### config.mk
export PLATFORM = sky130hd
export DESIGN_NAME = dotmatrix_scan
export DESIGN_NICKNAME = d
export VERILOG_FILES = /design/src/rtl/dotmatrix_scan.sv
export SDC_FILE = /design/constraint.sdc
export NUM_CORES = 1
export LEC_CHECK = 0
export BUFFER_PORTS_ARGS = -buffer_cell sky130_fd_sc_hd__buf_2
export CORE_MARGIN = 5
export CORE_UTILIZATION = 62
export CTS_BUF_LIST = sky130_fd_sc_hd__clkbuf_8 sky130_fd_sc_hd__clkbuf_16
export CTS_CLUSTER_SIZE = 40
export DETAILED_ROUTE_END_ITERATION = 10
export PLACE_DENSITY_LB_ADDON = 0.2
export SYNTH_ARGS = -nofsm -noshare
export SYNTH_HDL_FRONTEND = slang
export SYNTH_SLANG_ARGS = --single-unit
### constraint.sdc
create_clock -name clk -period 4.1 [get_ports clk]
set_input_delay 0.615 -clock clk [delete_from_list [all_inputs] [get_ports clk]]
set_output_delay 0.615 -clock clk [all_outputs]
set_load 0.005 [all_outputs]
### src/rtl/dotmatrix_scan.sv
// rtl/dotmatrix_scan.sv - 16x16 dot-matrix row scanner with per-row glyph fetch.
// Optional DOTMATRIX_BLANK_PHASE_EN adds a blank (select 0) phase to the glyph rotation.
module dotmatrix_scan #(
  parameter int DWELL            = 64,
  parameter int FRAMES_PER_GLYPH = 256
) (
  input  logic        clk,
  input  logic        rst,
  input  logic        enable,
  input  logic        word,
  output logic [3:0]  row,
  output logic [3:0]  col,
  output logic [1:0]  select,
  output logic [15:0] led_row,
  output logic [15:0] led_col,
  output logic        frame_done
);

  typedef enum logic [1:0] {IDLE, FETCH, SHOW} state_t;

  localparam logic [15:0] DWELL_LAST = 16'(DWELL - 1);
  localparam logic [15:0] FRAME_LAST = 16'(FRAMES_PER_GLYPH - 1);

  state_t      state;
  logic [15:0] shadow;
  logic [15:0] shadow_next;
  logic [15:0] dwell_cnt;
  logic [15:0] frame_cnt;

  function automatic logic [1:0] next_select(input logic [1:0] s);
`ifdef DOTMATRIX_BLANK_PHASE_EN
    case (s)
      2'd1:    return 2'd2;
      2'd2:    return 2'd0;
      default: return 2'd1;
    endcase
`else
    return (s == 2'd1) ? 2'd2 : 2'd1;
`endif
  endfunction

  // Merging the current pixel lets the last column land in led_col on the same edge.
  always_comb begin
    shadow_next = shadow;
    shadow_next[4'd15 - col] = word;
  end

  always_ff @(posedge clk) begin
    if (rst) begin
      state      <= IDLE;
      row        <= 4'd0;
      col        <= 4'd0;
      select     <= 2'd1;
      led_row    <= 16'd0;
      led_col    <= 16'd0;
      frame_done <= 1'b0;
      shadow     <= 16'd0;
      dwell_cnt  <= 16'd0;
      frame_cnt  <= 16'd0;
    end else begin
      frame_done <= 1'b0;
      if (state != IDLE && !enable) begin
        state     <= IDLE;
        row       <= 4'd0;
        col       <= 4'd0;
        led_row   <= 16'd0;
        led_col   <= 16'd0;
        shadow    <= 16'd0;
        dwell_cnt <= 16'd0;
      end else begin
        case (state)
          IDLE: begin
            if (enable) state <= FETCH;
          end
          FETCH: begin
            shadow <= shadow_next;
            if (col == 4'd15) begin
              led_col   <= shadow_next;
              led_row   <= 16'd1 << row;
              col       <= 4'd0;
              dwell_cnt <= 16'd0;
              state     <= SHOW;
            end else begin
              col <= col + 4'd1;
            end
          end
          SHOW: begin
            if (dwell_cnt == DWELL_LAST) begin
              led_row <= 16'd0;
              row     <= row + 4'd1;
              state   <= FETCH;
              if (row == 4'd15) begin
                frame_done <= 1'b1;
                if (frame_cnt == FRAME_LAST) begin
                  frame_cnt <= 16'd0;
                  select    <= next_select(select);
                end else begin
                  frame_cnt <= frame_cnt + 16'd1;
                end
              end
            end else begin
              dwell_cnt <= dwell_cnt + 16'd1;
            end
          end
          default: state <= IDLE;
        endcase
      end
    end
  end

endmodule

# Word level (Yosys, flattened, before mapping)
# Index checks and enable logic that the tools add are counted.
[word_totals] ff_bits=93 latch_bits=0 ramBits=0 romBits=0 inputBits=4 out_inout_bits=43 word_cells=64 n_memories=0
[op_classes] n_addsub=5 n_mul=0 n_div=0 magnitude_cmp=2 eq_ne=11 n_shift=1 n_mux=17 bitwise_logic=3 reduce_logical=15
[op_table] op="16-bit two-way mux" count=5
[op_table] op="16-bit one-hot mux with 2 select lines" count=2
[op_table] op="16-bit by 1-bit adder with 16-bit output (second input constant)" count=2
[op_table] op="16-bit bitwise mux" count=1
[op_table] op="16-bit by 6-bit equality test with 1-bit output (second input constant)" count=1
[op_table] op="16-bit by 8-bit equality test with 1-bit output (second input constant)" count=1
[op_table] op="1-bit by 4-bit left shift with 16-bit output (first input constant)" count=1
[op_table] op="3-bit AND reduction" count=3
[op_table] op="4-bit by 1-bit adder with 4-bit output (second input constant)" count=2
[op_table] op="4-bit equality test (second input constant)" count=2
[op_table] op="2-bit two-way mux" count=4
[op_table] op="2-bit inequality test (second input constant)" count=4
[op_table] op="2-bit one-hot mux with 3 select lines" count=1
[op_table] op="4-bit by 5-bit < comparator with 1-bit output (second input constant)" count=1
[op_table] op="5-bit AND reduction" count=1
[op_table] op="1-bit demux with 4-bit select" count=1
[op_table] op="2-bit by 1-bit equality test with 1-bit output (second input constant)" count=2
[op_table] op="4-bit by 1-bit greater-or-equal comparator with 1-bit output (second input constant)" count=1
[op_table] op="4-bit two-way mux" count=1
[op_table] op="2-bit AND reduction" count=2
[op_table] op="4-bit AND reduction" count=1
[op_table] op="2-bit nonzero test" count=2
[op_table] op="4-bit OR reduction" count=1
[op_table] op="4-bit subtractor (first input constant)" count=1
[op_table] op="7 further kinds" count=11

# Logic depth before layout (Yosys ltp)
# Gate-level depths: netlist of the first run.
[depth] depth_word=6 ltp_mapped=8 depth_no_buf=6

# Least setup slack after synthesis of the first run
# No wires, ideal clock.
[synth_path] path_type="register to register" startpoint="register row[0]" endpoint="register frame_cnt[14]" setup_ns=0.070 t_arrival_ns=2.153 required_ns=4.030 setup_slack_ns=1.877 stages_incl_launch_ff=8 path_buffers=1 period_less_slack_ns=2.223 cell_sequence="dfxtp_1 ha_1 and4_1 nand2_1 or4_1 buf_2 or4_1 a21oi_1"
[synth_via] elab_chain_len=2
[synth_lines] item="start: declaration" line="11" text="output logic [3:0] row,"
[synth_lines] item="start signal: assignment" line="90" text="row <= row + 4'd1;"
[synth_lines] item="4-bit equality test" line="92" text="if (row == 4'd15) begin"
[synth_lines] item="4-bit AND reduction (no line)"
[synth_lines] item="end signal: assignment" line="98" text="frame_cnt <= frame_cnt + 16'd1;"
[synth_lines] item="end: declaration" line="28" text="logic [15:0] frame_cnt;"
# No other way between the ends.
# A chain may end at the register's enable or synchronous reset.

# Worst setup path in the final report of the first run
[layout_path] startpoint="register dwell_cnt[11]" endpoint="register frame_cnt[12]"
[layout_via] elab_chain_len=2
[layout_lines] item="start: declaration" line="27" text="logic [15:0] dwell_cnt;"
[layout_lines] item="start signal: assignment" line="102" text="dwell_cnt <= dwell_cnt + 16'd1;"
[layout_lines] item="16-bit by 6-bit equality test with 1-bit output" line="88" text="if (dwell_cnt == DWELL_LAST) begin"
[layout_lines] item="4-bit AND reduction (no line)"
# No other way between the ends.

==> flow_summary_export.csv, run 1 <==
group,metric,value,unit
timing,hold_slack,0.453,ns
cells_and_area,final_area,4590,um^2
cells_and_area,n_fill_cell,524,
timing,final.setup.tns,0,ns
clock_network,cts_sinks,92,
route,via_per_inst,5.93,
timing,finalCritPeriodShare,65.0,%
floorplan,core,6460,um^2
synth,synth_seq_cells,92,
synth,synth.distinct_cells,46,
synth,synth_edf_count,0,
clock_network,numCtsBuffers,9,
synth,ys_top_cells_by_area,"dfxtp_1 44%, nand2_1 9.0%, a21oi_1 7.3%, nand3_1 5.2%, nor2_1 4.0%",
worst_setup_path,path_depth,5,
synth,synth_ff_type,"dfxtp_1",
clock_network,cts_tree,"done",
place,gp_congestion,0.883,
synth,syn_avg_cell_area,7.94,um^2
floorplan,row_count,29,
floorplan,die_h,92.0,um
place,pre_cts_ws,1.46,ns
place,portBuffers,46,
grt,grt_util_all_layers,22.5,%
synth,syn-cell-area,4170,um^2
grt,antenna_found_initial,0,
route,vias,3754,
worst_setup_path,worst_setup_path_end_kind,"flip-flop",
clock_network,cts_max_level,3,
timing,skew,0.0117,ns
worst_setup_path,reg2reg_depth,5,
floorplan,initial_utilization,64.6,%
worst_setup_path,rr_endpoint,"frame_cnt[12]$_SDFFE_PP0P_",
timing,min_period,2.66,ns
worst_setup_path,reg2reg_from,"dwell_cnt[11]$_SDFFE_PP0P_",
route,wl,9.28,mm
cells_and_area,syn_to_final_growth,9.99,%
synth,netlist_instances,525,
run,maxCapViolations,0,
route,dr.pass1.iters,5,
synth,yosysSeqAreaShare,44.2,%
synth,yosys_warnings,0,
grt,grt_overflow,0,
clock_network,root_buffer,"clkbuf_8",
worst_hold_path,min-delay-start,"led_row[11]$_SDFFE_PP0P_",
worst_setup_path,crit_buf_inv,0,
power,p_leak,1.63,nW
place,hpwl,6.48,mm
worst_setup_path,cp.required,4.40,ns
worst_setup_path,path_class,"reg -> reg",
timing,setup_ws,1.44,ns
timing,relSlewSlack,33.1,%
worst_setup_path,arrival,2.96,ns
floorplan,dieArea,8470,um^2
synth,yosys.area.top_type_share,44.2,%
worst_setup_path,crit_slowest_cell,"or4_1",
floorplan,die_w,92.0,um
clock_network,clk_latency,0.36,ns
worst_setup_path,critPathMaxFanout,11,
clock_network,hold_buffers,0,
synth,synth_commonest_cells,"100 x nand2_1, 92 x dfxtp_1, 61 x a21oi_1, 44 x nor2_1, 43 x nand3_1",
route,wl_per_cell,14.7,um
worst_setup_path,start_kind,"flip-flop",
grt,grt_max_degree,42,
worst_setup_path,slowest_delay,0.67,ns
clock_network,cts_resized,0,
cells_and_area,fin_cells,633,
clock_network,cts_buffer_depth,2,
clock_network,path_clk_slew,0.09,ns
synth,synth_most_common_cell,"nand2_1",
clock_network,postCtsSetupBuffers,0,
synth,synth_top_area_cell,"dfxtp_1",
timing,finalMaxSlewViolations,0,
route,drt_iter0_drc,196,
synth,synthArstFlopShare,0,%
power,irDropWorstVdd,0.213,mV
worst_hold_path,hold_end,"led_row[11]$_SDFFE_PP0P_",
timing,hold_viol_final,0,
place,dpl-instance-area,4390,um^2
timing,fmax,375,MHz
grt,grt_pass1_vias,3464,
floorplan,io_pins,47,
synth,synth_nets,541,
outcome,status,"completed",
cells_and_area,nNetsFinal,567,
cells_and_area,fin_util,71.0,%
route,ant_nets,0,
worst_setup_path,worstPathCellList,"nor4_2, nand4_1, or4_1, or4b_1, a21oi_1",
place,place_inst,617,
timing,setup_viol,0,
worst_hold_path,min_path_type,"reg -> reg",
timing,rsz0062_at_grt,"no",
power,p_per_area,340,nW/um^2
timing,worst_pin_slew,0.997,ns
cells_and_area,final_layout_size_suffix_gt1_share,12.6,%
worst_hold_path,whs_path_depth,2,
worst_setup_path,crit_family,"simple AND/OR/NAND/NOR gates",
cells_and_area,n_antenna_cell,0,
route,remaining_drc_errors,0,
grt,grt_pass1_wl,16.0,mm
power,power.total,1.56,mW
worst_setup_path,r2r_slack,1.44,ns
==> routing by layer <==
layer	global-route usage (%)	vias to the layer above	share of wire, %
met2	37.2	110	48
li1	-	1864	-
met4	8.66	0	1.3
met1	29.7	1771	45
met3	3.44	9	5.6
met5	0	-	0
==> state kept, by name, summed over array words and instances, names as in the netlist <==
signal	count
col	4
dwell_cnt	16
frame_cnt	16
frame_done	1
led_col	16
led_row	16
row	4
select	2
shadow	15
state	2
==> worst reg2reg max path, stage by stage, from the launching register on <==
cell and delay [ns]:
dfxtp_1 0.37, nor4_2 0.45, nand4_1 0.46, or4_1 0.67, or4b_1 0.52, a21oi_1 0.15
==> worst max-delay path by stage <==
stage                                     startpoint  slack (ns)                          to
after global routing             col[0]$_SDFFE_PP0N_        1.16     led_row[7]$_SDFFE_PP0P_
after floorplan                  row[0]$_SDFFE_PP0P_        1.88  frame_cnt[14]$_SDFFE_PP0P_
final                     dwell_cnt[11]$_SDFFE_PP0P_        1.44  frame_cnt[12]$_SDFFE_PP0P_
after detailed placement  dwell_cnt[11]$_SDFFE_PP0P_        1.46  frame_cnt[14]$_SDFFE_PP0P_
after CTS                 dwell_cnt[11]$_SDFFE_PP0P_        1.46  frame_cnt[12]$_SDFFE_PP0P_
after global placement     dwell_cnt[6]$_SDFFE_PP0P_        1.59  frame_cnt[14]$_SDFFE_PP0P_
==> where the power goes <==
group          switching (mW)  leakage (nW)  internal [mW]  total [mW]
clock network           0.332        0.0976          0.285       0.617
logic                  0.0329         0.789         0.0111      0.0441
registers             0.00540         0.741          0.896       0.901
total                   0.370          1.63           1.19        1.56
==> cells by family (layout without fill, tap and decap cells) <==
kind of cell | count (synthesis) | after routing | synth area share [%]
AND/OR/NAND/NOR | 265 | 265 | 30.9
flip-flops | 92 | 92 | 44.2
AO/OA/AOI/OAI | 86 | 86 | 11.3
buffers and inverters | 44 | 75 | 4.32
XOR/XNOR | 20 | 20 | 4.20
adder cells (fa/ha/maj) | 12 | 12 | 3.60
multiplexers | 6 | 6 | 1.47
==> placed cells by master (no fill, tap or decap), types with 4 or more instances in the layout <==
master      n
nand2_1   100
dfxtp_1    92
a21oi_1    61
buf_2      46
nor2_1     44
nand3_1    43
nand4_1    18
nor3_1     14
xnor2_1    13
ha_1       12
inv_1      11
o21ai_0    10
clkbuf_8    9
nor4_1      7
xor2_1      7
and4_1      5
mux2i_1     5
nand2b_1    5
or3_1       5
and3_1      4
a211oi_1    4
==> area by class of cell <==
type                       instances  area (um^2)  area share (%)
tap                               77         96.3            2.10
sequential                        92         1840            40.2
clock buffer                       9          124            2.70
inverter                          10         37.5           0.818
timing repair buffer              49          253            5.51
multi-input combinational        389         2160            47.1
clock inverter                     7         75.1            1.64
(Power assumes the default switching activity.)
==> inputs of run 2 (changes only) <==
- CORE_UTILIZATION: 62 -> 58
- clock period: 4.1 -> 2.5 ns (I/O delays scaled with it)
==> run 2 against run 1 <==
  * Clock skew hardly changed
  * Clock power up 82%
  * Global-route usage down 0.25 points
  * Hold slack got worse by 0.11 ns
  * Critical path depth rose by 1
  * Critical endpoint is now frame_cnt[14]$_SDFFE_PP0P_
  * Clock-buffer cell count did not move
  * Largest power group unchanged
  * Power increased by 71%
  * Highest routed layer unchanged
  * Core utilization down 4.6 points
  * Setup slack worse by 1.3 ns
==> flow_summary_export.csv, run 2 (synthesis gave the netlist of run 1 again) <==
group,metric,value,unit
clock_network,path_clk_slew,0.10,ns
clock_network,cts_resized,0,
worst_setup_path,worst_setup_path_end_kind,"flip-flop",
power,p_sw,611,uW
grt,grt_util_all_layers,22.3,%
timing,finalCritPeriodShare,93.7,%
route,drt_iter0_drc,244,
clock_network,hold_buffers,0,
grt,antenna_found_initial,0,
route,dr.pass1.iters,5,
cells_and_area,final_common_cell,"nand2_1",
cells_and_area,final_layout_size_suffix_gt1_share,14.8,%
place,dpl-instance-area,4510,um^2
timing,worst_pin_slew,0.796,ns
route,wl_per_cell,14.4,um
route,ant_nets,0,
power,combPwrFrac,2.7,%
timing,relSlewSlack,46.5,%
floorplan,core,7140,um^2
worst_setup_path,path_depth,6,
worst_setup_path,slowest_delay,0.61,ns
power,power.internal,2.06,mW
cells_and_area,final_area,4740,um^2
worst_setup_path,crit_family,"simple AND/OR/NAND/NOR gates",
grt,grt_overflow,0,
floorplan,io_pins,47,
place,hpwl,6.80,mm
grt,grt_pass1_wl,16.0,mm
floorplan,initial_utilization,58.4,%
place,portBuffers,46,
route,vias,3758,
worst_setup_path,crit_buf_inv,0,
clock_network,cts_tree,"done",
worst_setup_path,crit_slowest_cell,"or4_1",
floorplan,die_w,94.8,um
grt,grt_max_degree,47,
worst_setup_path,cp-startpoint,"dwell_cnt[0]$_SDFFE_PP0P_",
route,remaining_drc_errors,0,
cells_and_area,syn_to_final_growth,13.7,%
worst_setup_path,worstPathCellList,"ha_1, and4_1, nand2_4, or4_1, or4_1, a21oi_1",
clock_network,cts_buffer_depth,2,
worst_setup_path,reg2reg_from,"dwell_cnt[0]$_SDFFE_PP0P_",
clock_network,root_buffer,"clkbuf_8",
power,p_per_area,564,nW/um^2
place,gp_congestion,0.884,
timing,final.setup.tns,0,ns
timing,setup_ws,0.156,ns
cells_and_area,fin_util,66.4,%
timing,finalMaxSlewViolations,0,
power,clockPowerShare,42.0,%
clock_network,postCtsSetupBuffers,0,
worst_setup_path,r2r_slack,0.16,ns
clock_network,clk_latency,0.36,ns
cells_and_area,multi_input_area,2160,um^2
timing,setup_viol,0,
cells_and_area,final_cell_mix,"100 x nand2_1, 92 x dfxtp_1, 61 x a21oi_1, 46 x buf_2, 44 x nor2_1",
timing,hold_viol_final,0,
power,irDropWorstVdd,0.346,mV
floorplan,row_count,31,
worst_setup_path,cp.required,2.80,ns
cells_and_area,ff_latch_area,1840,um^2
timing,min_period,2.34,ns
worst_setup_path,rr_endpoint,"frame_cnt[14]$_SDFFE_PP0P_",
grt,grt_pass1_vias,3514,
timing,fmax,427,MHz
place,pre_cts_ws,0.184,ns
worst_setup_path,reg2reg_depth,6,
floorplan,dieArea,8990,um^2
power,pwr-share-seq,55.2,%
worst_setup_path,path_class,"reg -> reg",
route,via_per_inst,5.63,
power,p_leak,1.70,nW
worst_setup_path,start_kind,"flip-flop",
cells_and_area,n_antenna_cell,0,
worst_hold_path,min_path_type,"in -> reg",
clock_network,cts_max_level,3,
floorplan,die_h,94.8,um
route,wl,9.63,mm
worst_setup_path,arrival,2.65,ns
cells_and_area,nNetsFinal,580,
power,power.total,2.67,mW
timing,rsz0062_at_grt,"no",
worst_setup_path,crit_top_cell,"or4_1",
cells_and_area,n_fill_cell,638,
timing,skew,0.0112,ns
run,maxCapViolations,0,
clock_network,cts_sinks,92,
worst_setup_path,endpoint,"frame_cnt[14]$_SDFFE_PP0P_",
outcome,status,"completed",
clock_network,numCtsBuffers,9,
power,swShare,22.8,%
worst_setup_path,critPathMaxFanout,8,
-- run 2: changes by cell type in the layout (fill, tap and decap cells not counted), sizes merged --
cell / previous run / this run
buf: 49 / 62
bufinv: 1 / 2
clkinv: 1 / 0
-- run 2: area by class of cell --
cell class	count	share of cell area [%]
flip-flops and latches	92	38.8
clock buffers	9	2.61
repair buffers	62	7.39
inverters	10	0.792
clock inverters	7	2.19
well taps	99	2.61
multi-input cells	389	45.6
-- run 2: power by group through the flow --
stage	Clock (mW)	Sequential, mW	Combinational [mW]
2_1_floorplan	0	1.51	0.0565
3_3_place_gp	0	1.51	0.0708
3_5_place_dp	0	1.51	0.0719
4_1_cts	1.15	1.48	0.0724
5_1_grt	1.22	1.48	0.0804
6_report	1.12	1.48	0.0729
-- run 2: through the flow --
step                cells  hold slack [ns]
floorplan             525            0.432
detailed placement    652            0.444
global placement      652            0.440
CTS                   668            0.334
global route          668            0.337
finish                668            0.340
-- run 2: how the worst min path moves through the flow --
| stage | from | endpoint | cells after the start |
|---|---|---|---|
| after floorplan | shadow[10]$_SDFFE_PP0N_ | led_col[10]$_SDFFE_PP0P_ | 2 |
| after global placement | led_row[14]$_SDFFE_PP0P_ | led_row[14]$_SDFFE_PP0P_ | 2 |
| after detailed placement | led_col[9]$_SDFFE_PP0P_ | led_col[9]$_SDFFE_PP0P_ | 2 |
| after CTS | rst | frame_cnt[8]$_SDFFE_PP0P_ | 2 |
| after global routing | rst | frame_cnt[12]$_SDFFE_PP0P_ | 2 |
| final | rst | frame_cnt[10]$_SDFFE_PP0P_ | 2 |
-- run 2: routing by layer --
layer	wire length, um	vias to the layer above	GRT usage (%)
met5	0	-	0
met4	188	0	6.73
met3	417	20	6.22
met2	4980	92	39.9
met1	4040	1759	25.7
li1	-	1887	-
==> inputs of run 3 (changes only) <==
--- a/config.mk
+++ b/config.mk
@@ -12,5 +12,5 @@
 export CTS_CLUSTER_SIZE = 40
 export DETAILED_ROUTE_END_ITERATION = 10
-export PLACE_DENSITY_LB_ADDON = 0.2
+export PLACE_DENSITY_LB_ADDON = 0.12
 export SYNTH_ARGS = -nofsm -noshare
 export SYNTH_HDL_FRONTEND = slang
==> constraint.sdc (replaced) <==
create_clock -name clk -period 2.5 [get_ports clk]
set_input_delay 0.25 -clock clk [delete_from_list [all_inputs] [get_ports clk]]
set_output_delay 0.25 -clock clk [all_outputs]
set_load 0.005 [all_outputs]
==> run 3 against run 2 <==
  * Largest cell class unchanged
  * First-iteration DRC count down 56%
  * Clock power decreased by 7%
  * Die area did not move
  * Sequential share of layout area is essentially flat
  * Setup slack improved by 0.033 ns
  * Via count decreased by 0.59%
  * Register-to-register slack better by 0.03 ns
  * Power shrank 2.9%
  * Final area increased by 0.11%
==> flow_summary_export.csv, run 3 (synthesis gave the netlist of run 1 again) <==
group,metric,value,unit
timing,setup_ws,0.190,ns
worst_setup_path,start_kind,"flip-flop",
clock_network,root_buffer,"clkbuf_8",
power,p_per_area,547,nW/um^2
floorplan,die_w,94.8,um
grt,grt_util_all_layers,21.5,%
floorplan,io_pins,47,
cells_and_area,n_antenna_cell,0,
worst_setup_path,critPathMaxFanout,8,
route,drt_iter0_drc,108,
timing,final.setup.tns,0,ns
place,portBuffers,46,
clock_network,cts_tree,"done",
grt,grt_pass1_vias,3386,
cells_and_area,final_cell_mix,"100 x nand2_1, 92 x dfxtp_1, 61 x a21oi_1, 46 x buf_2, 44 x nor2_1",
timing,fmax,433,MHz
cells_and_area,fin_util,66.5,%
floorplan,initial_utilization,58.4,%
power,irDropWorstVdd,0.383,mV
route,vias,3736,
worst_setup_path,cp-startpoint,"dwell_cnt[0]$_SDFFE_PP0P_",
clock_network,numCtsBuffers,9,
timing,rsz0062_at_grt,"no",
outcome,status,"completed",
worst_setup_path,reg2reg_depth,6,
route,ant_nets,0,
route,dr.pass1.iters,4,
worst_setup_path,path_depth,6,
worst_setup_path,rr_endpoint,"frame_cnt[12]$_SDFFE_PP0P_",
power,p_leak,1.71,nW
timing,setup_viol,0,
timing,skew,0.0106,ns
route,via_per_inst,5.57,
cells_and_area,nNetsFinal,583,
timing,finalCritPeriodShare,92.4,%
grt,grt_pass1_wl,15.5,mm
worst_hold_path,min_path_type,"in -> reg",
grt,antenna_found_initial,0,
grt,grt_overflow,0,
run,maxCapViolations,0,
worst_setup_path,worstPathCellList,"ha_1, and4_1, nand2_4, or4_1, or4b_1, a21oi_1",
place,gp_congestion,0.910,
worst_setup_path,slowest_delay,0.59,ns
worst_setup_path,arrival,2.60,ns
clock_network,cts_buffer_depth,2,
power,power.total,2.60,mW
clock_network,cts_sinks,92,
cells_and_area,final_area,4750,um^2
worst_setup_path,r2r_slack,0.19,ns
worst_setup_path,reg2reg_from,"dwell_cnt[0]$_SDFFE_PP0P_",
place,dpl-instance-area,4540,um^2
clock_network,hold_buffers,0,
floorplan,row_count,31,
grt,met1_usage,27.2,%
route,remaining_drc_errors,0,
floorplan,core,7140,um^2
cells_and_area,final_common_cell,"nand2_1",
worst_setup_path,endpoint,"frame_cnt[12]$_SDFFE_PP0P_",
cells_and_area,syn_to_final_growth,13.8,%
clock_network,postCtsSetupBuffers,0,
route,wl_per_cell,13.8,um
timing,hold_viol_final,0,
timing,relSlewSlack,62.3,%
worst_setup_path,crit_slowest_cell,"or4_1",
clock_network,path_clk_slew,0.09,ns
clock_network,clk_latency,0.36,ns
grt,grtUsageMet3,5.34,%
worst_setup_path,path_class,"reg -> reg",
worst_setup_path,worst_setup_path_end_kind,"flip-flop",
grt,top_usage_layer,"met2",
clock_network,cts_resized,0,
worst_setup_path,crit_buf_inv,0,
place,pre_cts_ws,0.216,ns
cells_and_area,ff_latch_area,1840,um^2
floorplan,dieArea,8990,um^2
route,wl,9.27,mm
clock_network,cts_max_level,3,
worst_setup_path,crit_family,"simple AND/OR/NAND/NOR gates",
worst_setup_path,cp.required,2.79,ns
timing,worst_pin_slew,0.566,ns
cells_and_area,multi_input_area,2160,um^2
place,hpwl,6.59,mm
cells_and_area,n_fill_cell,627,
grt,grt_max_degree,38,
floorplan,die_h,94.8,um
timing,min_period,2.31,ns
grt,grt_use_met2,35.1,%
cells_and_area,final_layout_size_suffix_gt1_share,15.2,%
timing,finalMaxSlewViolations,0,
## run 3: cell count changes in the layout (fill, tap and decap cells not counted), sizes merged
| cell | before | now |
|---|---|---|
| buf | 62 | 65 |
| clkbuf | 9 | 11 |
| inv | 13 | 11 |
| bufinv | 2 | 1 |
| clkinv | 0 | 1 |
## run 3: worst register-to-register path, stage by stage (launching register included)
cell and delay [ns]:
dfxtp_1 0.40, ha_1 0.23, and4_1 0.29, nand2_4 0.10
or4_1 0.59, or4b_1 0.50, a21oi_1 0.14
## run 3: layout make-up
cell class,count,area share (%)
clock inverters,5,1.24
well taps,99,2.61
flip-flops and latches,92,38.8
inverters,10,0.791
multi-input cells,389,45.5
clock buffers,11,3.19
repair buffers,65,7.86
## run 3: report_power, final
| group | total (mW) | switching, mW | internal [mW] |
|---|---|---|---|
| sequential | 1.48 | 0.00820 | 1.47 |
| clock | 1.04 | 0.526 | 0.519 |
| combinational | 0.0752 | 0.0537 | 0.0215 |
## run 3: layer usage
| layer | share of wire [%] | wire length (um) |
|---|---|---|
| met2 | 48 | 4490 |
| met1 | 46 | 4310 |
| met4 | 0.82 | 76 |
| met3 | 4.2 | 390 |
| met5 | 0 | 0 |
## run 3: through the flow
stage                     cells  hold slack (ns)
after detailed placement    655            0.444
after CTS                   671            0.204
after global placement      655            0.438
after global routing        671            0.214
final                       671            0.209
after floorplan             525            0.430
## run 3: worst min-delay path by stage
stage | from | endpoint | slack (ns) | cells after the start
2_1_floorplan | enable | state[0]$_SDFFE_PP0P_ | 0.43 | 2
3_3_place_gp | led_col[0]$_SDFFE_PP0P_ | led_col[0]$_SDFFE_PP0P_ | 0.44 | 2
3_5_place_dp | led_row[2]$_SDFFE_PP0P_ | led_row[2]$_SDFFE_PP0P_ | 0.44 | 2
4_1_cts | rst | frame_cnt[14]$_SDFFE_PP0P_ | 0.20 | 2
5_1_grt | rst | frame_cnt[6]$_SDFFE_PP0P_ | 0.21 | 2
6_report | rst | frame_cnt[12]$_SDFFE_PP0P_ | 0.21 | 2
